**src/rtl/pll_seq_pkg.sv**
```systemverilog
// Shared types for the PLL reset/lock sequencer.
// Holds the FSM state encoding, the relock counter width and a max helper.
package pll_seq_pkg;

  typedef enum logic [1:0] {
    ST_PLLRST = 2'd0,
    ST_WAIT   = 2'd1,
    ST_STABLE = 2'd2,
    ST_RUN    = 2'd3
  } pll_state_e;

  localparam int RELOCK_CNT_W = 8;

  function automatic int max2(input int a, input int b);
    return (a > b) ? a : b;
  endfunction

endpackage

```
**src/rtl/sync_2ff.sv**
```systemverilog
// Generic 2-flop synchroniser with synchronous active-high reset.
// Ports: clk, rst, d (async input), q (synchronised output).
module sync_2ff #(
  parameter int WIDTH = 1
) (
  input  logic             clk,
  input  logic             rst,
  input  logic [WIDTH-1:0] d,
  output logic [WIDTH-1:0] q
);

  logic [WIDTH-1:0] meta;

  always_ff @(posedge clk) begin
    if (rst) begin
      meta <= '0;
      q    <= '0;
    end else begin
      meta <= d;
      q    <= meta;
    end
  end

endmodule

```
**src/rtl/pll_lock_seq.sv**
```systemverilog
// PLL reset/lock sequencer: pulses PLL_RST, qualifies LOCK, gates datapath.
// Ports: CLKI, RST (sync, active high), PLL_LOCK (async), REQ_RESEQ in;
//   PLL_RST, SYS_RST, READY, RELOCK_CNT[7:0], STATE[1:0] out.
// Optional: define PLL_LOCK_TIMEOUT_EN to re-pulse the PLL after
//   LOCK_TIMEOUT_CYC cycles in WAIT without lock.
module pll_lock_seq
  import pll_seq_pkg::*;
#(
  parameter int RST_PULSE_CYC    = 16,
  parameter int STABLE_CYC       = 1024,
  parameter int LOCK_TIMEOUT_CYC = 65536
) (
  input  logic                    CLKI,
  input  logic                    RST,
  input  logic                    PLL_LOCK,
  input  logic                    REQ_RESEQ,
  output logic                    PLL_RST,
  output logic                    SYS_RST,
  output logic                    READY,
  output logic [RELOCK_CNT_W-1:0] RELOCK_CNT,
  output logic [1:0]              STATE
);

`ifdef PLL_LOCK_TIMEOUT_EN
  localparam int CNT_MAX =
    max2(max2(RST_PULSE_CYC, STABLE_CYC), LOCK_TIMEOUT_CYC);
`else
  // Timeout disabled: the term is zeroed so it cannot widen cnt.
  localparam int CNT_MAX =
    max2(RST_PULSE_CYC, STABLE_CYC) + 0 * LOCK_TIMEOUT_CYC;
`endif

  localparam int CNT_W = (CNT_MAX > 1) ? $clog2(CNT_MAX) : 1;

  localparam logic [CNT_W-1:0] RST_LAST = CNT_W'(RST_PULSE_CYC - 1);
  localparam logic [CNT_W-1:0] STB_LAST = CNT_W'(STABLE_CYC - 1);
`ifdef PLL_LOCK_TIMEOUT_EN
  localparam logic [CNT_W-1:0] TO_LAST  = CNT_W'(LOCK_TIMEOUT_CYC - 1);
`endif

  logic                    lock_s;
  pll_state_e              state, state_d;
  logic [CNT_W-1:0]        cnt, cnt_d;
  logic [RELOCK_CNT_W-1:0] relock_d;

  sync_2ff #(.WIDTH(1)) u_lock_sync (
    .clk (CLKI),
    .rst (RST),
    .d   (PLL_LOCK),
    .q   (lock_s)
  );

  always_comb begin
    state_d  = state;
    cnt_d    = cnt + 1'b1;
    relock_d = RELOCK_CNT;
    unique case (state)
      ST_PLLRST: begin
        if (cnt == RST_LAST) state_d = ST_WAIT;
      end
      ST_WAIT: begin
`ifdef PLL_LOCK_TIMEOUT_EN
        if (REQ_RESEQ)           state_d = ST_PLLRST;
        else if (lock_s)         state_d = ST_STABLE;
        else if (cnt == TO_LAST) state_d = ST_PLLRST;
`else
        // Unbounded wait: hold cnt so it never wraps.
        cnt_d = cnt;
        if (REQ_RESEQ)   state_d = ST_PLLRST;
        else if (lock_s) state_d = ST_STABLE;
`endif
      end
      ST_STABLE: begin
        if (REQ_RESEQ)            state_d = ST_PLLRST;
        else if (!lock_s)         state_d = ST_WAIT;
        else if (cnt == STB_LAST) state_d = ST_RUN;
      end
      ST_RUN: begin
        cnt_d = cnt;
        // Lock loss wins over a coincident request so it is still counted.
        if (!lock_s) begin
          state_d = ST_PLLRST;
          if (RELOCK_CNT != '1) relock_d = RELOCK_CNT + 1'b1;
        end else if (REQ_RESEQ) begin
          state_d = ST_PLLRST;
        end
      end
      default: state_d = ST_PLLRST;
    endcase
    if (state_d != state) cnt_d = '0;
  end

  always_ff @(posedge CLKI) begin
    if (RST) begin
      state      <= ST_PLLRST;
      cnt        <= '0;
      RELOCK_CNT <= '0;
      PLL_RST    <= 1'b1;
      SYS_RST    <= 1'b1;
      READY      <= 1'b0;
    end else begin
      state      <= state_d;
      cnt        <= cnt_d;
      RELOCK_CNT <= relock_d;
      PLL_RST    <= (state_d == ST_PLLRST);
      SYS_RST    <= (state_d != ST_RUN);
      READY      <= (state_d == ST_RUN);
    end
  end

  assign STATE = state;

endmodule

```
**config.mk**
```make
export PLATFORM = sky130hd
export DESIGN_NAME = pll_lock_seq
export DESIGN_NICKNAME = d
export VERILOG_FILES = /design/src/rtl/pll_seq_pkg.sv /design/src/rtl/sync_2ff.sv /design/src/rtl/pll_lock_seq.sv
export SDC_FILE = /design/constraint.sdc
export NUM_CORES = 1
export LEC_CHECK = 0
export ABC_CLOCK_PERIOD_IN_PS = 3400
export CORE_ASPECT_RATIO = 0.7
export CORE_MARGIN = 3
export CORE_UTILIZATION = 58
export CTS_BUF_LIST = sky130_fd_sc_hd__clkbuf_16
export DETAILED_ROUTE_END_ITERATION = 10
export PLACE_DENSITY = 0.82
export SETUP_SLACK_MARGIN = 0.05
export SKIP_LAST_GASP = 1
export SLEW_MARGIN = 20
export SYNTH_ARGS = -nofsm -noshare
export SYNTH_HDL_FRONTEND = slang
export SYNTH_HIERARCHICAL = 1
export SYNTH_SLANG_ARGS = --single-unit
```
**constraint.sdc**
```tcl
create_clock -name CLKI -period 3.4 [get_ports CLKI]
set_input_delay 0.34 -clock CLKI [delete_from_list [all_inputs] [get_ports CLKI]]
set_output_delay 0.34 -clock CLKI [all_outputs]
set_load 0.01 [all_outputs]
```
Word-level counts from Yosys, hierarchy flattened --
Index checks and enable logic that the tools add are counted. W data, S select, Z words.
Word-level totals: logic and storage cells 34, output and inout port bits 13, register bits 25, input port bits 4
Operators by class: reduce and logical (&&, ||, !) cells 5, bitwise logic cells 1, $add $sub $neg 2, equal/unequal tests 9, mux-type cells 9
Operators with widths (count):
- $mux W2 | 8
- $add A10 B1 Y10 const B | 1
- $eq A10 B10 Y1 const B | 1
- $eq A10 B4 Y1 const B | 1
- $add A8 B1 Y8 const B | 1
- $ne A8 B8 Y1 const B | 1
- $pmux W2 S4 | 1
- $eq A2 B2 Y1 const B | 3
- $logic_not A2 Y1 | 2
- $reduce_or A2 Y1 | 2
- $reduce_and A3 Y1 | 1
- $eq A2 B1 Y1 const B | 1
- $ne A2 B2 Y1 | 1
- $ne A2 B2 Y1 const B | 1
- $not A1 Y1 | 1

Depth between registers and ports, before layout --
Gate-level depths: netlist of the first run.
depth after elaboration 7, gate-level depth with buffers 5, depth with buffers taken out 5

Hierarchy --
The synthesis of the first run kept the hierarchy.
Modules (own cells, without submodules):
- pll_lock_seq | sequential area each 460.4 µm², instances 1, cells an instance 125, area an instance 1251.2 µm²
- sync_2ff | sequential area each 40.0 µm², instances 1, cells an instance 4, area an instance 52.6 µm²

Least setup slack after synthesis of the first run --
OpenSTA, ideal clock, no wires.
path type reg-to-reg, start point register cnt[0], end point register cnt[3], library setup time 0.133 ns, data required time 3.267 ns, setup slack 1.840 ns, cell stages (with the launch flop) 6, buffers on the path 0, period minus slack after synthesis 1.560 ns, arrival time 1.427 ns, cells stage by stage dfxtp_1 ha_1 and4b_4 nand4_4 a211oi_4 nor3_2
On the way: longest elaborated chain between the ends 7, elaborated cells between the ends (all ways) 10, those cells by class add/sub (1); eq/ne (3); mux (5); reduce/logical (1)
RTL lines:
- start: declaration | RTL line pll_lock_seq.sv:43 | logic [CNT_W-1:0] cnt, cnt_d;
- start signal: assignment | RTL line pll_lock_seq.sv:103 | cnt <= cnt_d;
- $eq A10 B10 Y1 | RTL line pll_lock_seq.sv:76 | else if (cnt == STB_LAST) state_d = ST_RUN;
- $mux W2 | RTL line pll_lock_seq.sv:76
- $mux W2 | RTL line pll_lock_seq.sv:75 | else if (!lock_s) state_d = ST_WAIT;
- $mux W2 | RTL line pll_lock_seq.sv:74 | if (REQ_RESEQ) state_d = ST_PLLRST;
- $pmux W2 S4 | RTL line pll_lock_seq.sv:57 | unique case (state)
- $ne A2 B2 Y1 | RTL line pll_lock_seq.sv:90 | if (state_d != state) cnt_d = '0;
- $reduce_or A2 Y1 (no line)
Several ways; a longest one is shown, not always the timed one. A chain may end at the register's enable or synchronous reset.

Final worst setup path of the first run --
start point register state[0], in the netlist STATE[0], end point output port STATE[0]
RTL lines:
- start: declaration | RTL line pll_lock_seq.sv:42 | pll_state_e state, state_d;
- start signal: assignment | RTL line pll_lock_seq.sv:102 | state <= state_d;
- end: declaration | RTL line pll_lock_seq.sv:21 | output logic [1:0] STATE
No word-level cell between the ends.

==> results of run 1 <==
cells in the mapped netlist (2+ instances only):
| master | instances | area [µm²] |
|---|---|---|
| nor3_1 | 3 | 15.0 |
| o21ai_0 | 2 | 10.0 |
| nand2b_1 | 2 | 12.5 |
| clkbuf_1 | 2 | 7.51 |
| and2_1 | 3 | 18.8 |
| xnor2_1 | 2 | 17.5 |
| and3_1 | 2 | 12.5 |
| ha_1 | 2 | 25.0 |
| dfxtp_1 | 25 | 500 |
| xor2_1 | 10 | 87.6 |
| nand4_1 | 3 | 18.8 |
| mux2_1 | 2 | 22.5 |
| nand3_1 | 5 | 25.0 |
| nor2_1 | 11 | 41.3 |
| inv_1 | 2 | 7.51 |
| o31ai_1 | 2 | 15.0 |
| nand2_1 | 6 | 22.5 |
| and4b_1 | 2 | 20.0 |
| nor4b_1 | 2 | 17.5 |
| nor2b_1 | 7 | 43.8 |
| nor3_2 | 7 | 70.1 |
per-stage QoR:
| step | cells | hold WS [ps] |
|---|---|---|
| after detailed placement | 172 | 428 |
| after global placement | 172 | 423 |
| after CTS | 176 | 445 |
| after floorplan | 129 | 412 |
| final | 176 | 441 |
| after global routing | 176 | 453 |
power groups by stage:
stage | clock, W | combinational, W | sequential [W]
floorplan | 0 | 0.0000163 | 0.000307
global placement | 0 | 0.0000230 | 0.000307
detailed placement | 0 | 0.0000239 | 0.000308
CTS | 0.000257 | 0.0000241 | 0.000301
global route | 0.000273 | 0.0000268 | 0.000302
finish | 0.000253 | 0.0000243 | 0.000302
cell families after synthesis:
family	synth area share, %
AOI/OAI and AO/OA	11.8
xor gates and xnor gates	8.06
adders and majority gates	1.92
buffers and inverters	2.40
DFF	38.4
muxes	3.36
and+or+nand+nor	34.1
cell type report:
class,instances,area share (%)
Sequential cell,25,31.9
Clock inverter,1,0.239
Timing Repair Buffer,17,10.7
Tap cell,30,2.39
Inverter,3,0.718
Multi-Input combinational cell,97,49.2
Clock buffer,3,4.79
state kept, by name, indices dropped and copies added (netlist names):
register	cells
RELOCK_CNT	8
PLL_RST	1
READY	1
u_lock_sync/q	1
cnt	10
STATE	2
SYS_RST	1
u_lock_sync/meta	1
how the worst max path moves through the flow:
stage	startpoint	to	slack (ps)	depth (start not counted)
3_5_place_dp	REQ_RESEQ	cnt[1]$_SDFFE_PP0N_	1420	5
2_1_floorplan	cnt[0]$_SDFFE_PP0N_	cnt[3]$_SDFFE_PP0N_	1840	5
4_1_cts	STATE[0]$_SDFF_PP0_	STATE[0]	1460	1
6_report	STATE[0]$_SDFF_PP0_	STATE[0]	1460	1
3_3_place_gp	REQ_RESEQ	cnt[3]$_SDFFE_PP0N_	1460	5
5_1_grt	STATE[0]$_SDFF_PP0_	cnt[1]$_SDFFE_PP0N_	1380	4
routing by layer:
layer	track usage [%]	vias up	routed length (µm)
met5	0	-	0
met4	3.95	0	8
met3	4.69	2	117
met2	32.2	23	1130
met1	28.6	477	1360
li1	-	506	-
==> run_results.csv, run 1 <==
group,metric,value,unit
hold_path,min_path_cells,1,
synthesis,syn_nets,135,
cells_and_area,regArea,500,µm²
power,p_leak,0.620,nW
cts,numCtsBuffers,3,
cts,clock-sinks,25,
critical_path,rr_startpoint,"STATE[0]$_SDFF_PP0_",
detailed_routing,route.detailed.drc,0,
cts,hold_buffers,0,
synthesis,ys_types,48,
power,ir_drop,0.000377,V
cells_and_area,multiInputGateArea,772,µm²
placement,hpwl,1.96,mm
detailed_routing,drtIter0Drc,60,
cts,post_cts_resized,0,
power,p_int,0.000466,W
power,p_seq_share,52.1,%
sta,finalSetupTns,0,ps
placement,gp_congestion,0.809,
cts,ctsHtreeMaxLevel,1,
synthesis,ys_ff_latch,25,
critical_path,worst_path_largest_cell_delay,690,ps
critical_path,crit_chain,"clkdlybuf4s50_1",
detailed_routing,vias_per_cell,5.73,
synthesis,synthArstFlopShare,0,%
global_route,grt_pass1_wl,4.44,mm
placement,dpl_cell_area,1490,µm²
run_status,status,"complete, no violations",
sta,worst_slew_pin_slew,586,ps
power,p_total,0.000579,W
cells_and_area,fillers,156,
synthesis,synth_cells,129,
sta,setup_violations,0,
synthesis,syn_area_per_cell,10.1,µm²
run,cap_violations,0,
sta,maxSlewViolCount,0,
cells_and_area,final_net_count,153,
global_route,grt_max_degree,18,
sta,report.final.hold_viol_count,0,
synthesis,ys_seq_area_share,38.4,%
global_route,grt_remaining_overflow,0,
placement,portBuffers,16,
hold_path,hold_class,"flip-flop to flip-flop",
floorplanning,io_pins,17,
floorplanning,dieArea,2860,µm²
cts,clkLatencyLatePin,250,ps
detailed_routing,wire_per_inst,14.9,µm
synthesis,synth_edf_count,0,
critical_path,arrival,1600,ps
cells_and_area,area_growth,20.2,%
cts,cts_tree,"yes",
cts,cts_setup_buffers,0,
cells_and_area,drive_gt1_share,15.8,%
cts,clock_path_buffers,2,
cells_and_area,final_area,1570,µm²
detailed_routing,vias,1008,
synthesis,yosys_warnings,6,
cts,cts-root-buf,"clkbuf_16",
floorplanning,die_x,62.7,µm
synthesis,ys.flop_type,"dfxtp_1",
power,p_sw,0.000113,W
critical_path,slowest_stage,"dfxtp_1",
floorplanning,die_h,45.7,µm
hold_path,hold_end,"u_lock_sync/q$_SDFF_PP0_",
critical_path,critPathTopFamily,"flip-flops",
cells_and_area,most-common-layout-cells,"25 x dfxtp_1, 16 x clkdlybuf4s50_1, 11 x nor2_1, 10 x xor2_1",
critical_path,criticalPathCategory,"flip-flop to primary output",
power,powerDensity,369,nW/µm²
critical_path,crit_required,3060,ps
critical_path,path_max_fanout,15,
cells_and_area,final_common_cell,"dfxtp_1",
sta,period_share,56.9,%
global_route,antenna_found_initial,0,
sta,fmax,517,MHz
critical_path,reg2reg_slack,1540,ps
floorplanning,row_count,13,
cells_and_area,final_util,79.0,%
critical_path,timing.rr.end,"cnt[6]$_SDFFE_PP0N_",
sta,rsz0062_at_grt,"false",
critical_path,critPathLaunchType,"flip-flop",
critical_path,end_kind,"primary output",
floorplanning,start_util,65.7,%
sta,setup_slack,1460,ps
cells_and_area,n_antenna_cell,0,
detailed_routing,ant_nets,0,
cts,cts.clk_slew.worst_paths,60,ps
sta,slew_headroom,60.9,%
synthesis,syn_area,1300,µm²
detailed_routing,routed_wl,2.62,mm
detailed_routing,firstDrtPassIters,4,
sta,worst_clock_skew,2.57,ps
floorplanning,core-area,1980,µm²
critical_path,reg2reg_depth,4,
power,p_comb_share,4.2,%
critical_path,cp_num_buf_inv,1,
hold_path,min_from,"u_lock_sync/meta$_SDFF_PP0_",
power,clkPwrFrac,43.7,%
power,sw_frac_of_total,19.6,%
global_route,grt_pass1_vias,924,
global_route,grt_usage,20.3,%
sta,post-route-min-period,1940,ps
placement,dpl_worst_slack,1420,ps
Power figures use the tool's default switching activity.
==> run 2, diff against run 1 <==
- ABC_CLOCK_PERIOD_IN_PS: 3400 -> 1900
- CORE_UTILIZATION: 58 -> 53
- PLACE_DENSITY: 0.82 -> 0.76
- clock period: 3.4 -> 1.9 ns (I/O delays scaled with it)
==> run_results.csv, run 2 (synthesized netlist as in run 1, its figures left out) <==
group,metric,value,unit
critical_path,crit_required,2030,ps
sta,finalSetupTns,0,ps
sta,rsz0062_at_grt,"false",
sta,period_share,88.7,%
power,ir_drop,0.000781,V
hold_path,hold_class,"flip-flop to flip-flop",
sta,report.final.hold_viol_count,0,
cells_and_area,drive_gt1_share,18.7,%
critical_path,end_kind,"flip-flop",
detailed_routing,wire_per_inst,15.5,µm
critical_path,criticalPathCategory,"flip-flop to flip-flop",
power,p_total,0.00104,W
sta,worst_clock_skew,3.90,ps
sta,worst_slew_pin_slew,444,ps
sta,fin_hold_ws,465,ps
cts,cts.clk_slew.worst_paths,60,ps
global_route,grt_usage,20.4,%
critical_path,path_max_fanout,7,
floorplanning,row_count,14,
cells_and_area,regArea,500,µm²
detailed_routing,ant_nets,0,
detailed_routing,firstDrtPassIters,4,
hold_path,min_from,"u_lock_sync/meta$_SDFF_PP0_",
cells_and_area,most-common-layout-cells,"25 x dfxtp_1, 16 x clkdlybuf4s50_1, 11 x nor2_1, 10 x xor2_1",
critical_path,critPathLaunchType,"flip-flop",
floorplanning,dieArea,3100,µm²
placement,hpwl,2.05,mm
floorplanning,core-area,2240,µm²
detailed_routing,drtIter0Drc,73,
sta,fmax,594,MHz
detailed_routing,route.detailed.drc,0,
run_status,status,"complete, no violations",
cts,cts_tree,"yes",
placement,portBuffers,16,
cells_and_area,regMostFlops,"cnt",
floorplanning,start_util,58.1,%
floorplanning,die_x,65.3,µm
critical_path,rr_startpoint,"cnt[0]$_SDFFE_PP0N_",
floorplanning,io_pins,17,
cells_and_area,largest_reg_flops,10,
global_route,grt_pass1_wl,4.55,mm
floorplanning,die_h,47.5,µm
sta,post-route-min-period,1680,ps
cts,cts-root-buf,"clkbuf_16",
run,cap_violations,0,
sta,maxSlewViolCount,0,
cells_and_area,fillers,170,
hold_path,min_path_cells,1,
cts,numCtsBuffers,3,
critical_path,arrival,1810,ps
global_route,grt_remaining_overflow,0,
power,p_leak,0.646,nW
sta,setup_violations,0,
critical_path,reg2reg_depth,6,
detailed_routing,vias,1016,
cts,cts_setup_buffers,0,
global_route,grt_max_degree,14,
cts,clock-sinks,25,
sta,slew_headroom,70.4,%
cts,hold_buffers,0,
placement,gp_congestion,0.767,
global_route,grt_pass1_vias,939,
cells_and_area,n_antenna_cell,0,
detailed_routing,vias_per_cell,5.58,
cts,clkLatencyLatePin,260,ps
cts,clock_path_buffers,2,
cells_and_area,area_growth,24.2,%
cells_and_area,final_common_cell,"dfxtp_1",
critical_path,crit_path_start,"cnt[0]$_SDFFE_PP0N_",
cts,ctsHtreeMaxLevel,1,
cells_and_area,final_util,72.2,%
cells_and_area,multiInputGateArea,778,µm²
detailed_routing,routed_wl,2.83,mm
global_route,antenna_found_initial,0,
cells_and_area,final_net_count,157,
power,powerDensity,645,nW/µm²
[run 2: final timing paths]
path	end	slack, ps
min	u_lock_sync/q$_SDFF_PP0_	470
min reg2reg	u_lock_sync/q$_SDFF_PP0_	470
max reg2reg	cnt[4]$_SDFFE_PP0N_	220
max	cnt[4]$_SDFFE_PP0N_	220
[run 2: cell type report]
type                            count  share of cell area [%]
Sequential cell                    25                    30.9
Inverter                            3                   0.696
Clock inverter                      1                   0.232
Clock buffer                        3                    4.64
Timing Repair Buffer               21                    13.0
Tap cell                           32                    2.47
Multi-Input combinational cell     97                    48.1
[run 2: routing by layer]
metal / vias up / track usage, % / routed length (µm)
li1: 507 / - / -
met1: 482 / 28.3 / 1390
met5: - / 0 / 0
met4: 0 / 6.61 / 19
met2: 25 / 30.8 / 1240
met3: 2 / 6.10 / 171
[run 2: report_power, final]
part / internal (W) / switching (W) / total, W
Sequential: 0.000532 / 0.00000798 / 0.000540
Clock: 0.000281 / 0.000175 / 0.000456
Combinational: 0.0000235 / 0.0000242 / 0.0000477
Total: 0.000837 / 0.000207 / 0.00104
[run 2: stage by stage]
stage / setup WS [ps] / instances / area, µm²
final: 215 / 182 / 1620
after global routing: 125 / 182 / 1620
after CTS: 62.4 / 182 / 1610
after detailed placement: 74.0 / 178 / 1530
after global placement: 143 / 178 / 1530
after floorplan: 340 / 129 / 1300
[run 2: worst max-delay path, stage by stage (launching register included)]
cell	delay, ps
dfxtp_1	380
ha_1	230
and4b_4	300
nand4_4	130
a211oi_4	300
buf_12	160
nor3_2	50
[run 2: repair_timing]
item,4_1_cts,5_1_grt
setup endpoints to repair,0,13
endpoints found under the hold margin,0,0
resized for setup,0,1
